[config.mk]
export PLATFORM = sky130hd
export DESIGN_NAME = pipe_redirect_ctrl
export DESIGN_NICKNAME = d
export VERILOG_FILES = /design/src/rtl/pipe_redirect_ctrl.sv
export SDC_FILE = /design/constraint.sdc
export NUM_CORES = 1
export LEC_CHECK = 0
export BUFFER_PORTS_ARGS = -buffer_cell sky130_fd_sc_hd__buf_2
export CAP_MARGIN = 20
export CORE_MARGIN = 2
export CORE_UTILIZATION = 34
export CTS_BUF_LIST = sky130_fd_sc_hd__clkbuf_8
export DETAILED_ROUTE_END_ITERATION = 10
export GPL_ROUTABILITY_DRIVEN = 0
export PLACE_DENSITY_LB_ADDON = 0.15
export SYNTH_ARGS = -nofsm -noshare
export SYNTH_HDL_FRONTEND = slang
export SYNTH_SLANG_ARGS = --single-unit
[constraint.sdc]
create_clock -name clk -period 4.05 [get_ports clk]
set_input_delay 0.81 -clock clk [delete_from_list [all_inputs] [get_ports clk]]
set_output_delay 0.81 -clock clk [all_outputs]
set_load 0.02 [all_outputs]
[src/rtl/pipe_redirect_ctrl.sv]
// Hazard, redirect and interrupt-entry control for the 5-stage pipeline.
// Drives PC enable, forced vector select, IF/ID and ID/EX stall/flush and EPC writes.
module pipe_redirect_ctrl #(
    parameter int SYNC_STAGES = 2
) (
    input  logic        clk,
    input  logic        reset,
    input  logic        irq,
    input  logic        if_pc_k,
    input  logic        id_valid,
    input  logic [31:0] id_pc,
    input  logic [4:0]  id_rs,
    input  logic [4:0]  id_rt,
    input  logic        id_uses_rt,
    input  logic        id_undef,
    input  logic [2:0]  id_pcsrc,
    input  logic [2:0]  ex_pcsrc,
    input  logic        ex_branch_taken,
    input  logic        ex_memread,
    input  logic [4:0]  ex_rt,
    output logic        if_upd_pc,
    output logic [2:0]  vec_sel,
    output logic        ifid_stall,
    output logic        ifid_flush,
    output logic        idex_flush,
    output logic        epc_we,
    output logic [31:0] epc_data,
    output logic        irq_ack
);

    localparam int NS = (SYNC_STAGES < 2) ? 2 : SYNC_STAGES;

    localparam logic [2:0] PC_BRANCH = 3'd1;
    localparam logic [2:0] PC_JUMP   = 3'd2;
    localparam logic [2:0] PC_JR     = 3'd3;
    localparam logic [2:0] VEC_NONE  = 3'd0;
    localparam logic [2:0] VEC_IRQ   = 3'd4;
    localparam logic [2:0] VEC_EXC   = 3'd5;

    typedef enum logic [1:0] {
        RUN  = 2'd0,
        WAIT = 2'd1,
        TAKE = 2'd2
    } state_t;

    state_t state;
    state_t state_nxt;

    logic [NS-1:0] sync;
    logic          irq_s;
    logic          ex_redirect;
    logic          rs_hit;
    logic          rt_hit;
    logic          lu;
    logic          exc;
    logic          take;

    always_ff @(posedge clk or negedge reset) begin
        if (!reset) begin
            sync <= '0;
        end else begin
            sync <= {sync[NS-2:0], irq};
        end
    end

    assign irq_s = sync[NS-1];

    assign ex_redirect = ((ex_pcsrc == PC_BRANCH) && ex_branch_taken)
                       || (ex_pcsrc == PC_JR);

    assign rs_hit = (ex_rt == id_rs);
    assign rt_hit = id_uses_rt && (ex_rt == id_rt);

    assign lu = ex_memread && (ex_rt != 5'd0)
              && (rs_hit || rt_hit) && !ex_redirect;

    assign exc = id_valid && id_undef && !ex_redirect;

    // A registered TAKE yields to any redirect or exception in its cycle.
    assign take = (state == TAKE) && !ex_redirect && !exc;

    always_ff @(posedge clk or negedge reset) begin
        if (!reset) begin
            state <= RUN;
        end else begin
            state <= state_nxt;
        end
    end

    always_comb begin
        state_nxt = state;
        unique case (state)
            RUN: begin
                if (irq_s && !if_pc_k) begin
                    state_nxt = WAIT;
                end
            end
            WAIT: begin
                if (!irq_s || if_pc_k) begin
                    state_nxt = RUN;
                end else if (id_valid && !ex_redirect && !lu && !exc) begin
                    state_nxt = TAKE;
                end
            end
            TAKE: begin
                state_nxt = take ? RUN : WAIT;
            end
            default: begin
                state_nxt = RUN;
            end
        endcase
    end

    always_comb begin
        if_upd_pc  = 1'b1;
        vec_sel    = VEC_NONE;
        ifid_stall = 1'b0;
        ifid_flush = 1'b0;
        idex_flush = 1'b0;
        epc_we     = 1'b0;
        epc_data   = 32'd0;
        irq_ack    = 1'b0;
        // Held at reset values while reset is asserted, whatever the inputs.
        if (reset) begin
            if (ex_redirect) begin
                ifid_flush = 1'b1;
                idex_flush = 1'b1;
            end else if (exc) begin
                vec_sel    = VEC_EXC;
                epc_we     = 1'b1;
                epc_data   = id_pc;
                ifid_flush = 1'b1;
                idex_flush = 1'b1;
            end else if (take) begin
                vec_sel    = VEC_IRQ;
                epc_we     = 1'b1;
                epc_data   = id_pc;
                irq_ack    = 1'b1;
                ifid_flush = 1'b1;
                idex_flush = 1'b1;
            end else if (lu) begin
                if_upd_pc  = 1'b0;
                ifid_stall = 1'b1;
                idex_flush = 1'b1;
            end else if (id_pcsrc == PC_JUMP) begin
                ifid_flush = 1'b1;
            end
        end
    end

endmodule

### Yosys cells after proc, flatten, opt, wreduce, memory -nomap -nowiden

Cells that the tools add are included.

* reduce and logical (&&, ||, !) cells: 24
* multiplexer cells: 40
* equal/unequal tests: 9

Operators with widths (number)
* $mux 32: 4
* $mux 1: 28
* $logic_and 1x1->1: 13
* $mux 3: 4
* $eq 5x5->1: 2
* $eq 3x2->1 const B: 2
* $mux 2: 3
* $pmux 2 s3: 1
* $logic_not 1->1: 5
* $reduce_bool 5->1: 1
* $eq 3x1->1 const B: 1
* $logic_or 1x1->1: 3
* $ne 3x3->1 const B: 1
* $eq 2x1->1 const B: 1
* $eq 2x2->1 const B: 1
* $logic_not 2->1: 1
* $ne 2x2->1 const B: 1
* $reduce_and 2->1: 1

* word-level logic and storage cells: 75
* flip-flop bits (word level): 4
* output and inout port bits: 41

### Longest topological paths before layout

* depth in word-level cells: 11
* mapped depth: 6
* mapped depth without buffers: 4

### Worst setup path before layout

Ideal clock, no wire load.

* kind: input to output
* from: in ex_pcsrc[1]
* to: out epc_data[0]
* required time: 3.240 ns
* cell stages on the path: 6
* data arrival time: 1.867 ns
* setup slack: 1.373 ns
* cell sequence: nor2_1 or3b_1 buf_4 and3_4 buf_6 and2_1

* cells in the longest elaborated chain, start to end: 11

Ends and longest elaborated chain
* from (decl): RTL line 17 `input logic [2:0] ex_pcsrc,`
* $eq 3x1->1: RTL line 68 `assign ex_redirect = ((ex_pcsrc == PC_BRANCH) && ex_branch_taken)`
* $logic_and 1x1->1: RTL line 68
* $logic_or 1x1->1 *: RTL line 69 `|| (ex_pcsrc == PC_JR);`
* $logic_not 1->1: RTL line 77, 80
* $logic_and 1x1->1: RTL line 77 `assign exc = id_valid && id_undef && !ex_redirect;`
* $logic_not 1->1: RTL line 80 `assign take = (state == TAKE) && !ex_redirect && !exc;`
* $logic_and 1x1->1: RTL line 80
* $mux 32: RTL line 134 `end else if (take) begin`
* $mux 32: RTL line 128 `end else if (exc) begin`
* $mux 32 *: RTL line 125 `if (ex_redirect) begin`
* $mux 32 *: RTL line 124 `if (reset) begin`
* to (decl): RTL line 27 `output logic [31:0] epc_data,`

Every way passes the cells marked *; elsewhere a longest branch is shown, timed or not.

### Final worst setup path

* from: in ex_pcsrc[2]
* to: out epc_data[29]

Same word-level chain as after synthesis.

==> metrics.md <==
| Metric | Value |
|---|---|
| Clock sinks | `4` |
| Sort of element at the start of the critical path | `primary input` |
| Worst endpoint data arrival time | `2.12 ns` |
| Run status | `finished, final reports clean` |
| CTS tree | `done` |
| Series of cell instances along the critical path | `buf_2 > or3b_1 > and3_4 > and2_2 > buf_2` |
| Grt peak-use layer | `met2` |
| HPWL Detailed | `2.11 mm` |
| Violation count after the first detailed-route iteration | `3` |
| Worst clock skew on the final layout | `0.00462 ns` |
| Met2 global-route usage | `0.353` |
| Worst min-delay path class | `flop to flop` |
| Synthesized cell area | `749 um^2` |
| Highest clock frequency the design can meet | `341 MHz` |
| Sum of negative setup slack | `0 ns` |
| Final critical-path required period | `2.93 ns` |
| Peak ir drop on the vdd network | `0.178 mV` |
| Count of input and output buffers | `101` |
| Power Dens Cells | `177 mW/mm^2` |
| Worst-path clk slew | `0.03 ns` |
| # resized after CTS | `0` |
| Hold_ws | `0.360 ns` |
| Initial antenna violation count | `0` |
| H-tree level count | `1` |
| Die span in x | `51.0 um` |
| Leakage component of the power | `0.761 nW` |
| NumNets Final | `252` |
| Post-CTS Setup Inserts | `0` |
| # diodes | `0` |
| Share of the core filled with cells | `0.630` |
| Detailed Routing Iterations Pass 1 | `4` |
| Maximum number of pins on one net before global-route repair | `35` |
| Unrepaired setup endpoints after global routing | `false` |
| Final number of max-transition violations | `0` |
| Required @ worst endpoint | `3.24 ns` |
| Final hold violation count | `0` |
| Number of vias per cell after detailed routing | `4.65` |
| Met3 demand-to-capacity share in global routing | `0.0556` |
| Number of top-level pins | `103` |
| Final period utilization | `0.724` |
| Worst Setup Slack post-DPL | `1.11 ns` |
| Worst Path Max Fanout | `34` |
| Post-synthesis sequential area ratio | `0.134` |
| Startpoint-to-endpoint class of the critical path | `primary input to output pin` |
| Y dimension of the die | `51.0 um` |
| First-pass GRT wire length | `3.55 mm` |
| Top cell by count, worst path | `buf_2` |
| Count of synthesis-stage warnings from yosys | `0` |
| # hold bufs at CTS | `0` |
| Final cell count without fillers | `215` |
| Met1 Use GR | `0.154` |
| Congestion Overflow GR | `0` |
| Filler cell count | `220` |
| Synth Net Count | `152` |
| Number of nets with antenna violations after detailed routing | `0` |
| Total routing usage reported by global routing | `0.173` |
| Count of buffer and inverter cells on the critical path | `2` |
| Dominant delay contributor by cell family on the critical path | `simple AND/OR/NAND/NOR gates` |
| Vias after detailed routing | `999` |
| Area growth from synthesis to final layout | `69.9%` |
| Number of instances in the synthesized netlist | `90` |
| Std-Cell Core Area | `0.00202 mm^2` |
| Effective utilization at floorplan | `0.371` |
| Total die area | `0.00260 mm^2` |
| Post-detailed-route wirelength per cell | `11.1 um` |
| Worst stage delay on the critical path | `0.50 ns` |
| Num rows | `16` |
| Number of global-route vias before repair | `868` |
| Per-instance average area after synthesis | `8.33 um^2` |
| Clock Tree Buf Depth | `2` |
| Number of remaining DRC errors | `0` |
| Insertion delay of the later-clocked pin in the worst-skew pair | `0.22 ns` |
| Slowest stage cell, crit path | `or3b_1` |
| Total length of routed wires | `2.38 mm` |
| CTS root buffer | `clkbuf_8` |
| Number of buffers created by CTS | `3` |
| Number of storage elements in the synthesis netlist | `4` |
| Total of endpoints with negative setup slack in the final report | `0` |
| Count of placed standard cells including taps | `212` |
| Minimum setup slack in the final design | `1.12 ns` |
| Fraction of final layout cells with drive strength greater than 1 | `0.718` |
| Distinct cell type count of the synthesized netlist | `31` |
| Category of the worst setup path capture point | `output pin` |
| Total of max-cap violations | `0` |
## layout by cell type (no fill, tap or decap), types with 2 or more instances in the layout
master	Yosys	layout
and2_1	6	6
and2_2	3	3
and2_4	23	23
buf_2	0	101
clkbuf_8	0	3
dfrtp_1	4	4
nand2_1	7	7
nand4_1	4	4
nor2_1	3	3
nor3b_1	2	2
o21ai_0	3	3
xnor2_1	10	10
## sequential cells by signal, indices dropped and copies added (netlist names)
signal and flops:
state 2, sync 2
## synth_stat cells
cell type,number,area share
and2_2,3,0.030
o21ai_0,3,0.020
or3b_1,1,0.012
a31o_2,1,0.012
xnor2_1,10,0.12
conb_1,1,0.0050
and4_1,1,0.012
a32o_1,1,0.013
nor4bb_1,1,0.013
o22a_1,1,0.012
dfrtp_1,4,0.13
and3_2,1,0.010
buf_4,3,0.030
nor2_1,3,0.015
nor3b_1,2,0.020
nand3_1,1,0.0067
nor3_1,1,0.0067
or2b_2,1,0.012
and3_4,1,0.015
a21oi_1,1,0.0067
and2_1,6,0.050
buf_6,3,0.045
a21o_1,1,0.010
and2_4,23,0.27
nand2_1,7,0.035
or4bb_1,1,0.015
o22ai_1,1,0.0084
nand4b_1,1,0.012
nand4_1,4,0.033
o211ai_1,1,0.010
or3b_2,1,0.012
## path summary, 6_finish.rpt
path                             start            to  slack (ns)  cells after the start
min                            sync[0]       sync[1]        0.36                      0
min in group asynchronous        reset      state[0]        0.43                      1
max in group asynchronous        reset      state[1]        3.45                      1
max                        ex_pcsrc[2]  epc_data[29]        1.12                      5
max reg2reg                   state[1]      state[0]        2.85                      3
min reg2reg                    sync[0]       sync[1]        0.36                      0
## layout make-up
| cell class | count | area (um^2) | share of cell area |
|---|---|---|---|
| flip-flops and latches | 4 | 100 | 0.0786 |
| well taps | 27 | 33.8 | 0.0265 |
| multi-input cells | 80 | 593 | 0.466 |
| clock buffers | 3 | 41.3 | 0.0324 |
| repair buffers | 101 | 505 | 0.397 |
## power by group
group	switching, mW	leakage, nW	internal [mW]
Combinational	0.0476	0.690	0.0510
Sequential	0.000892	0.0502	0.0420
Clock	0.0212	0.0216	0.0634
## routing by layer
| metal | routed length [um] | vias to the layer above |
|---|---|---|
| li1 | - | 500 |
| met4 | 22 | 0 |
| met2 | 1250 | 65 |
| met5 | 0 | - |
| met1 | 796 | 430 |
| met3 | 309 | 4 |
## cells by family after synthesis
logic type,after synthesis,synth area share
other,1,0.00500
AOI/OAI and AO/OA,10,0.0918
and+or+nand+nor,59,0.578
buffers and inverters,6,0.0751
xor gates and xnor gates,10,0.117
DFF,4,0.134
## metrics by stage
| step | cell area [um^2] | power [mW] |
|---|---|---|
| 6_report | 1270 | 0.226 |
| 5_1_grt | 1270 | 0.238 |
| 4_1_cts | 1270 | 0.228 |
| 3_5_place_dp | 1230 | 0.143 |
| 3_3_place_gp | 1230 | 0.140 |
| 2_1_floorplan | 749 | 0.0999 |
Note: power is estimated with default switching activity, not from simulation.
